### src/rtl/alu_issue_queue.sv
// Command FIFO and result stage in front of the 8-bit combinational ALU.
// Queues {func, a, b, use_acc}, issues the head each cycle, and registers the ALU result with an error flag.
module alu_issue_queue #(
    parameter int DEPTH = 4,
    parameter int CW    = $clog2(DEPTH) + 1
) (
    input  logic          i_clk,
    input  logic          i_rst,
    input  logic          i_cmd_valid,
    output logic          o_cmd_ready,
    input  logic [3:0]    i_cmd_func,
    input  logic [7:0]    i_cmd_a,
    input  logic [7:0]    i_cmd_b,
    input  logic          i_cmd_use_acc,
    output logic [7:0]    o_alu_a,
    output logic [7:0]    o_alu_b,
    output logic [3:0]    o_alu_func,
    input  logic [7:0]    i_alu_result,
    output logic          o_res_valid,
    input  logic          i_res_ready,
    output logic [7:0]    o_res_data,
    output logic [3:0]    o_res_func,
    output logic          o_res_err,
    output logic [CW-1:0] o_count
);
    localparam int AW = (DEPTH > 1) ? $clog2(DEPTH) : 1;

    logic [3:0]    mem_func    [DEPTH];
    logic [7:0]    mem_a       [DEPTH];
    logic [7:0]    mem_b       [DEPTH];
    logic          mem_use_acc [DEPTH];

    logic [AW-1:0] wr_ptr;
    logic [AW-1:0] rd_ptr;
    logic [CW-1:0] count;
    logic [7:0]    acc;

    logic          push;
    logic          issue;
    logic          empty;
    logic [3:0]    head_func;
    logic [7:0]    head_b;
    logic [7:0]    eff_a;

    function automatic logic calc_err(input logic [3:0] func,
                                      input logic [7:0] a,
                                      input logic [7:0] b);
        logic [8:0] sum;
        logic       err;
        sum = {1'b0, a} + {1'b0, b};
        err = 1'b0;
        case (func)
            4'b0010: err = sum[8];
            4'b0011: err = (a < b);
            default: err = 1'b0;
        endcase
        return err;
    endfunction

    // Ready looks only at registered occupancy, never at the output-stage handshake.
    assign o_cmd_ready = (count < CW'(DEPTH)) && !i_rst;
    assign push        = i_cmd_valid && o_cmd_ready;
    assign empty       = (count == '0);
    assign issue       = !empty && (!o_res_valid || i_res_ready);

    assign head_func = mem_func[rd_ptr];
    assign head_b    = mem_b[rd_ptr];
    assign eff_a     = mem_use_acc[rd_ptr] ? acc : mem_a[rd_ptr];

    assign o_alu_a    = empty ? 8'h00 : eff_a;
    assign o_alu_b    = empty ? 8'h00 : head_b;
    assign o_alu_func = empty ? 4'h0  : head_func;
    assign o_count    = count;

    always_ff @(posedge i_clk) begin
        if (push) begin
            mem_func[wr_ptr]    <= i_cmd_func;
            mem_a[wr_ptr]       <= i_cmd_a;
            mem_b[wr_ptr]       <= i_cmd_b;
            mem_use_acc[wr_ptr] <= i_cmd_use_acc;
        end
    end

    always_ff @(posedge i_clk) begin
        if (i_rst) begin
            wr_ptr <= '0;
            rd_ptr <= '0;
            count  <= '0;
        end else begin
            if (push) begin
                wr_ptr <= wr_ptr + AW'(1);
            end
            if (issue) begin
                rd_ptr <= rd_ptr + AW'(1);
            end
            count <= count + CW'(push) - CW'(issue);
        end
    end

    // Result stage: acc tracks the last issued result, independent of consumption.
    always_ff @(posedge i_clk) begin
        if (i_rst) begin
            acc         <= 8'h00;
            o_res_valid <= 1'b0;
            o_res_data  <= 8'h00;
            o_res_func  <= 4'h0;
            o_res_err   <= 1'b0;
        end else if (issue) begin
            acc         <= i_alu_result;
            o_res_valid <= 1'b1;
            o_res_data  <= i_alu_result;
            o_res_func  <= head_func;
            o_res_err   <= calc_err(head_func, eff_a, head_b);
        end else if (o_res_valid && i_res_ready) begin
            o_res_valid <= 1'b0;
        end
    end

endmodule
### config.mk
export PLATFORM = sky130hd
export DESIGN_NAME = alu_issue_queue
export DESIGN_NICKNAME = d
export VERILOG_FILES = /design/src/rtl/alu_issue_queue.sv
export SDC_FILE = /design/constraint.sdc
export NUM_CORES = 1
export LEC_CHECK = 0
export ABC_CLOCK_PERIOD_IN_PS = 6100
export CAP_MARGIN = 15
export CORE_MARGIN = 2
export CORE_UTILIZATION = 57
export CTS_CLUSTER_DIAMETER = 50
export DETAILED_ROUTE_END_ITERATION = 10
export PLACE_DENSITY = 0.84
export SLEW_MARGIN = 25
export SYNTH_ARGS = -nofsm -noshare
export SYNTH_HDL_FRONTEND = slang
export SYNTH_SLANG_ARGS = --single-unit
### constraint.sdc
create_clock -name i_clk -period 6.1 [get_ports i_clk]
set_input_delay 1.83 -clock i_clk [delete_from_list [all_inputs] [get_ports i_clk]]
set_output_delay 1.83 -clock i_clk [all_outputs]
set_load 0.01 [all_outputs]
Yosys cells after proc, flatten, opt, wreduce, memory -nomap -nowiden
Memory sizes are Yosys's and may differ from the RTL's. A register that Yosys moved wholly into a read port is not among the register bits.
Index checks and enable logic that the tools add are counted.

storage, ports and cells
  bits in registers = 21
  memory bits (read-only) = 0
  bits in writable memories = 84
  memories kept = 4
  input port bits = 33
  logic and storage cells = 47
  latch bits = 0
  output and inout bits = 38

cells by class
  bitwise operators = 0
  add/sub/neg operators = 5
  reductions and logical operators = 10
  equal/unequal tests = 2
  shift operators = 0
  $mul = 0
  $lt $le $gt $ge = 2
  muxes and demuxes = 17
  divide/modulo/power cells = 0

memories
  memory       words  width  read ports  clocked after Yosys merged registers in  wr ports  line  text
  mem_a        4      8      1           1                                        1         29    logic [7:0] mem_a [DEPTH];
  mem_b        4      8      1           1                                        1         30    logic [7:0] mem_b [DEPTH];
  mem_func     4      4      1           1                                        1         28    logic [3:0] mem_func [DEPTH];
  mem_use_acc  4      1      1           1                                        1         31    logic mem_use_acc [DEPTH];

operators by type and width
  operator             count
  $mux 8               3
  $mux 2               8
  $add 8x8->9          1
  $eq 4x2->1 const B   2
  $lt 8x8->1           1
  $add 2x1->2 const B  2
  $logic_and 1x1->1    4
  $mux 1               4
  $mux 4               1
  $add 3x1->3          1
  $logic_not 1->1      3
  $logic_not 3->1      1
  $lt 3x3->1 const B   1
  $sub 3x1->3          1
  $pmux 1 s2           1
  $reduce_bool 2->1    1
  $logic_or 1x1->1     1

Depth between registers and ports, before layout
  word-level depth = 5
  gate-level depth with buffers = 12
  gate-level depth less buffers = 11

Worst setup path after synthesis
No wires, ideal clock.

  path type = input to output
  start point = input port i_rst
  end point = output port o_cmd_ready
  buffers on the path = 0
  cell stages on the path = 1
  required time = 4.270 ns
  path slack = 2.184 ns
  arrival = 2.086 ns
  path through = nor2_1

on the way
  cells in the longest elaborated chain, start to end = 2

RTL lines
  element            line  text
  from (decl)        8     input logic i_rst,
  $logic_not 1->1    61    assign o_cmd_ready = (count < CW'(DEPTH)) && !i_rst;
  $logic_and 1x1->1  61
  to (decl)          10    output logic o_cmd_ready,

Every way passes these cells.

Final worst setup path
Ends and elaborated chain as after synthesis.

==> impl_metrics.tcl <==
set metrics [dict create \
    diodes 0 \
    io_pins 71 \
    syn_area_per_cell_sq_um 15.6 \
    clk_latency_ps 360 \
    slew_viol_final 0 \
    worstPathCellList "clkdlybuf4s50_1 -> buf_4 -> nor2_1 -> clkdlybuf4s50_1" \
    grt_max_degree 24 \
    synth_area_leaders "edfxtp_1 56%, dfxtp_1 10%, mux4_2 8.0%, ha_1 5.5%, mux4_1 2.9%" \
    drcViolationCount 0 \
    numPortBuffers 70 \
    placed_area_sq_mm 0.00533 \
    cts_hold_buf 0 \
    holdCritPathClass "reg -> reg" \
    cap_viol_max_count 0 \
    crit_buf_inv 3 \
    synth_warnings 0 \
    setup-tns-final_ps 0 \
    hold_viol_final 0 \
    mappedNetlistArea_sq_mm 0.00452 \
    outcome "completed" \
    hold_slack_ps 465 \
    htreeDepth 3 \
    required_ps 4270 \
    multi_input_area_sq_mm 0.00143 \
    grt_usage 0.224 \
    cp-end-kind "primary output" \
    routed_wirelength_um 8900 \
    rows 32 \
    fillers 527 \
    power_density_mw_per_mm2 427 \
    num_vias 2645 \
    period_share 0.832 \
    dieArea_sq_mm 0.00865 \
    drtPass1Iterations 4 \
    peakVddDrop_mv 0.282 \
    synth_ff_type "edfxtp_1" \
    max_stage_delay_ps 580 \
    setup_viol 0 \
    clk_pin_slew_ps 90 \
    path_max_fanout 23 \
    nets 418 \
    syn-num-nets 344 \
    die_y_um 93.0 \
    grt_pass1_vias 2690 \
    cts_tree "done" \
    post_drt_via_cell_ratio 5.62 \
    cpLargestDelayFamily "buffers and inverters" \
    post_cts_buffers 0 \
    synthTopCellsByCount "84 x edfxtp_1, 27 x nand2_1, 23 x dfxtp_1" \
    seqCellArea_sq_mm 0.00298 \
    ys_seq_area_frac 0.661 \
    crit_top_cell "clkdlybuf4s50_1" \
    ant_nets 0 \
    tightest_slew_ps 783 \
    fp.dieW_um 93.0 \
    synth_top_area_frac 0.559 \
    dp_slack_ps 1020 \
    initialDrtViolationCount 143 \
    relSlewSlack 0.478 \
    min_period_ps 5070 \
    path_class "in -> out" \
    core_sq_mm 0.00769 \
    startpoint_type "primary input" \
    final_area_sq_mm 0.00554 \
    synthArstFlopShare 0 \
    gp_congestion 0.746 \
    dp_hpwl_um 5850 \
    clkSinkCount 107 \
    cts_max_path_buffers 2 \
    synth_seq_cells 107 \
    cts_resized 0 \
    synth_edf_count 84 \
    max_freq_ghz 0.197 \
    areaGrowthSynthToFinish_pct 22.8 \
    setup_slack_ps 1030 \
    drive_gt1_frac 0.122 \
    yosysTopAreaCell "edfxtp_1" \
    wl_per_cell_um 18.9 \
    overflow 0 \
    root_buffer "clkbuf_8" \
    netlist-cell-type-count 39 \
    antenna_found_initial 0 \
    power_leakage_nw 1.95 \
    initial_core_util 0.587 \
    rsz0062_at_grt "false" \
    grt_pass1_wl_um 14200 \
    clock-skew-final_ps 7.17 \
    cp_data_arrival_time_ps 3240 \
    syn_inst 290 \
    synth.most_common_cell "edfxtp_1" \
    numCtsBuffers 9 \
    cp_slowest_cell "clkdlybuf4s50_1" \
]
-- stage by stage --
stage	utilization	instances	power, mW
after floorplan	-	290	1.53
after global placement	0.693	455	1.91
after detailed placement	0.693	455	1.94
after CTS	0.721	471	2.38
after global routing	0.721	471	2.50
final	0.721	471	2.37
-- power breakdown --
part	switching [mW]	internal (mW)	total [mW]
Clock	0.220	0.224	0.445
Sequential	0.0627	0.863	0.926
Combinational	0.495	0.502	0.997
Total	0.778	1.59	2.37
-- routing by layer --
metal	up-vias	share of wire	GRT usage
met5	-	0	0
met4	0	0.018	0.0882
met2	100	0.50	0.377
met1	1308	0.41	0.291
met3	12	0.074	0.0411
li1	1225	-	-
-- cells in the final DEF (no fill, tap or decap), drive strengths merged, types with 2 or more instances in the layout --
cell           Yosys  final
nand2b             3      3
nand2             27     27
dfxtp             23     23
mux2i              2      2
clkbuf             6     16
o211ai             2      2
inv               15     15
xor2               2      2
clkdlybuf4s50      0     70
nor2              19     19
buf                5      4
ha                20     20
xnor2              3      3
a21oi             17     17
mux4              21     21
nor2b             13     13
nand3              2      2
a211oi             2      2
edfxtp            84     84
and3               4      4
mux2               6      6
-- worst register-to-register path: cells and delay by family (launching register included) --
| kind | cells | cell delay (ps) |
|---|---|---|
| simple gates | 1 | 60 |
| fa+ha+maj | 1 | 360 |
| mux | 2 | 1120 |
| compound gates | 4 | 1020 |
| flops | 1 | 840 |
-- cells by family (layout without fill, tap and decap cells) --
group	Yosys count	count (layout)	synth area share
buf+inv	27	106	0.0252
simple gates	75	75	0.0809
compound gates	26	26	0.0346
fa+ha+maj	21	21	0.0599
mux	29	29	0.129
flops	107	107	0.661
xor+xnor	5	5	0.00970
-- final timing paths --
path	to	cells after the start	from	slack (ps)
max reg2reg	o_res_err$_SDFFE_PP0P_	8	register	2570
min	o_res_func[3]$_SDFFE_PP0P_	2	o_res_func[3]$_SDFFE_PP0P_	460
max	o_cmd_ready	4	i_rst	1030
min reg2reg	o_res_func[3]$_SDFFE_PP0P_	2	o_res_func[3]$_SDFFE_PP0P_	460
-- flip-flops by register name, summed over array words and instances (netlist names), named ones only --
register / flops
rd_ptr: 2
mem_a: 32
o_count: 3
acc: 8
mem_func: 16
o_res_err: 1
o_res_valid: 1
wr_ptr: 2
o_res_func: 4
mem_use_acc: 4
mem_b: 32
-- cell type report --
type / instances / area share
well taps: 102 / 0.0230
repair buffers: 74 / 0.132
flip-flops and latches: 107 / 0.538
inverters: 16 / 0.0108
clock buffers: 16 / 0.0386
multi-input cells: 156 / 0.258
No activity file was read; power rests on OpenSTA's default activity.
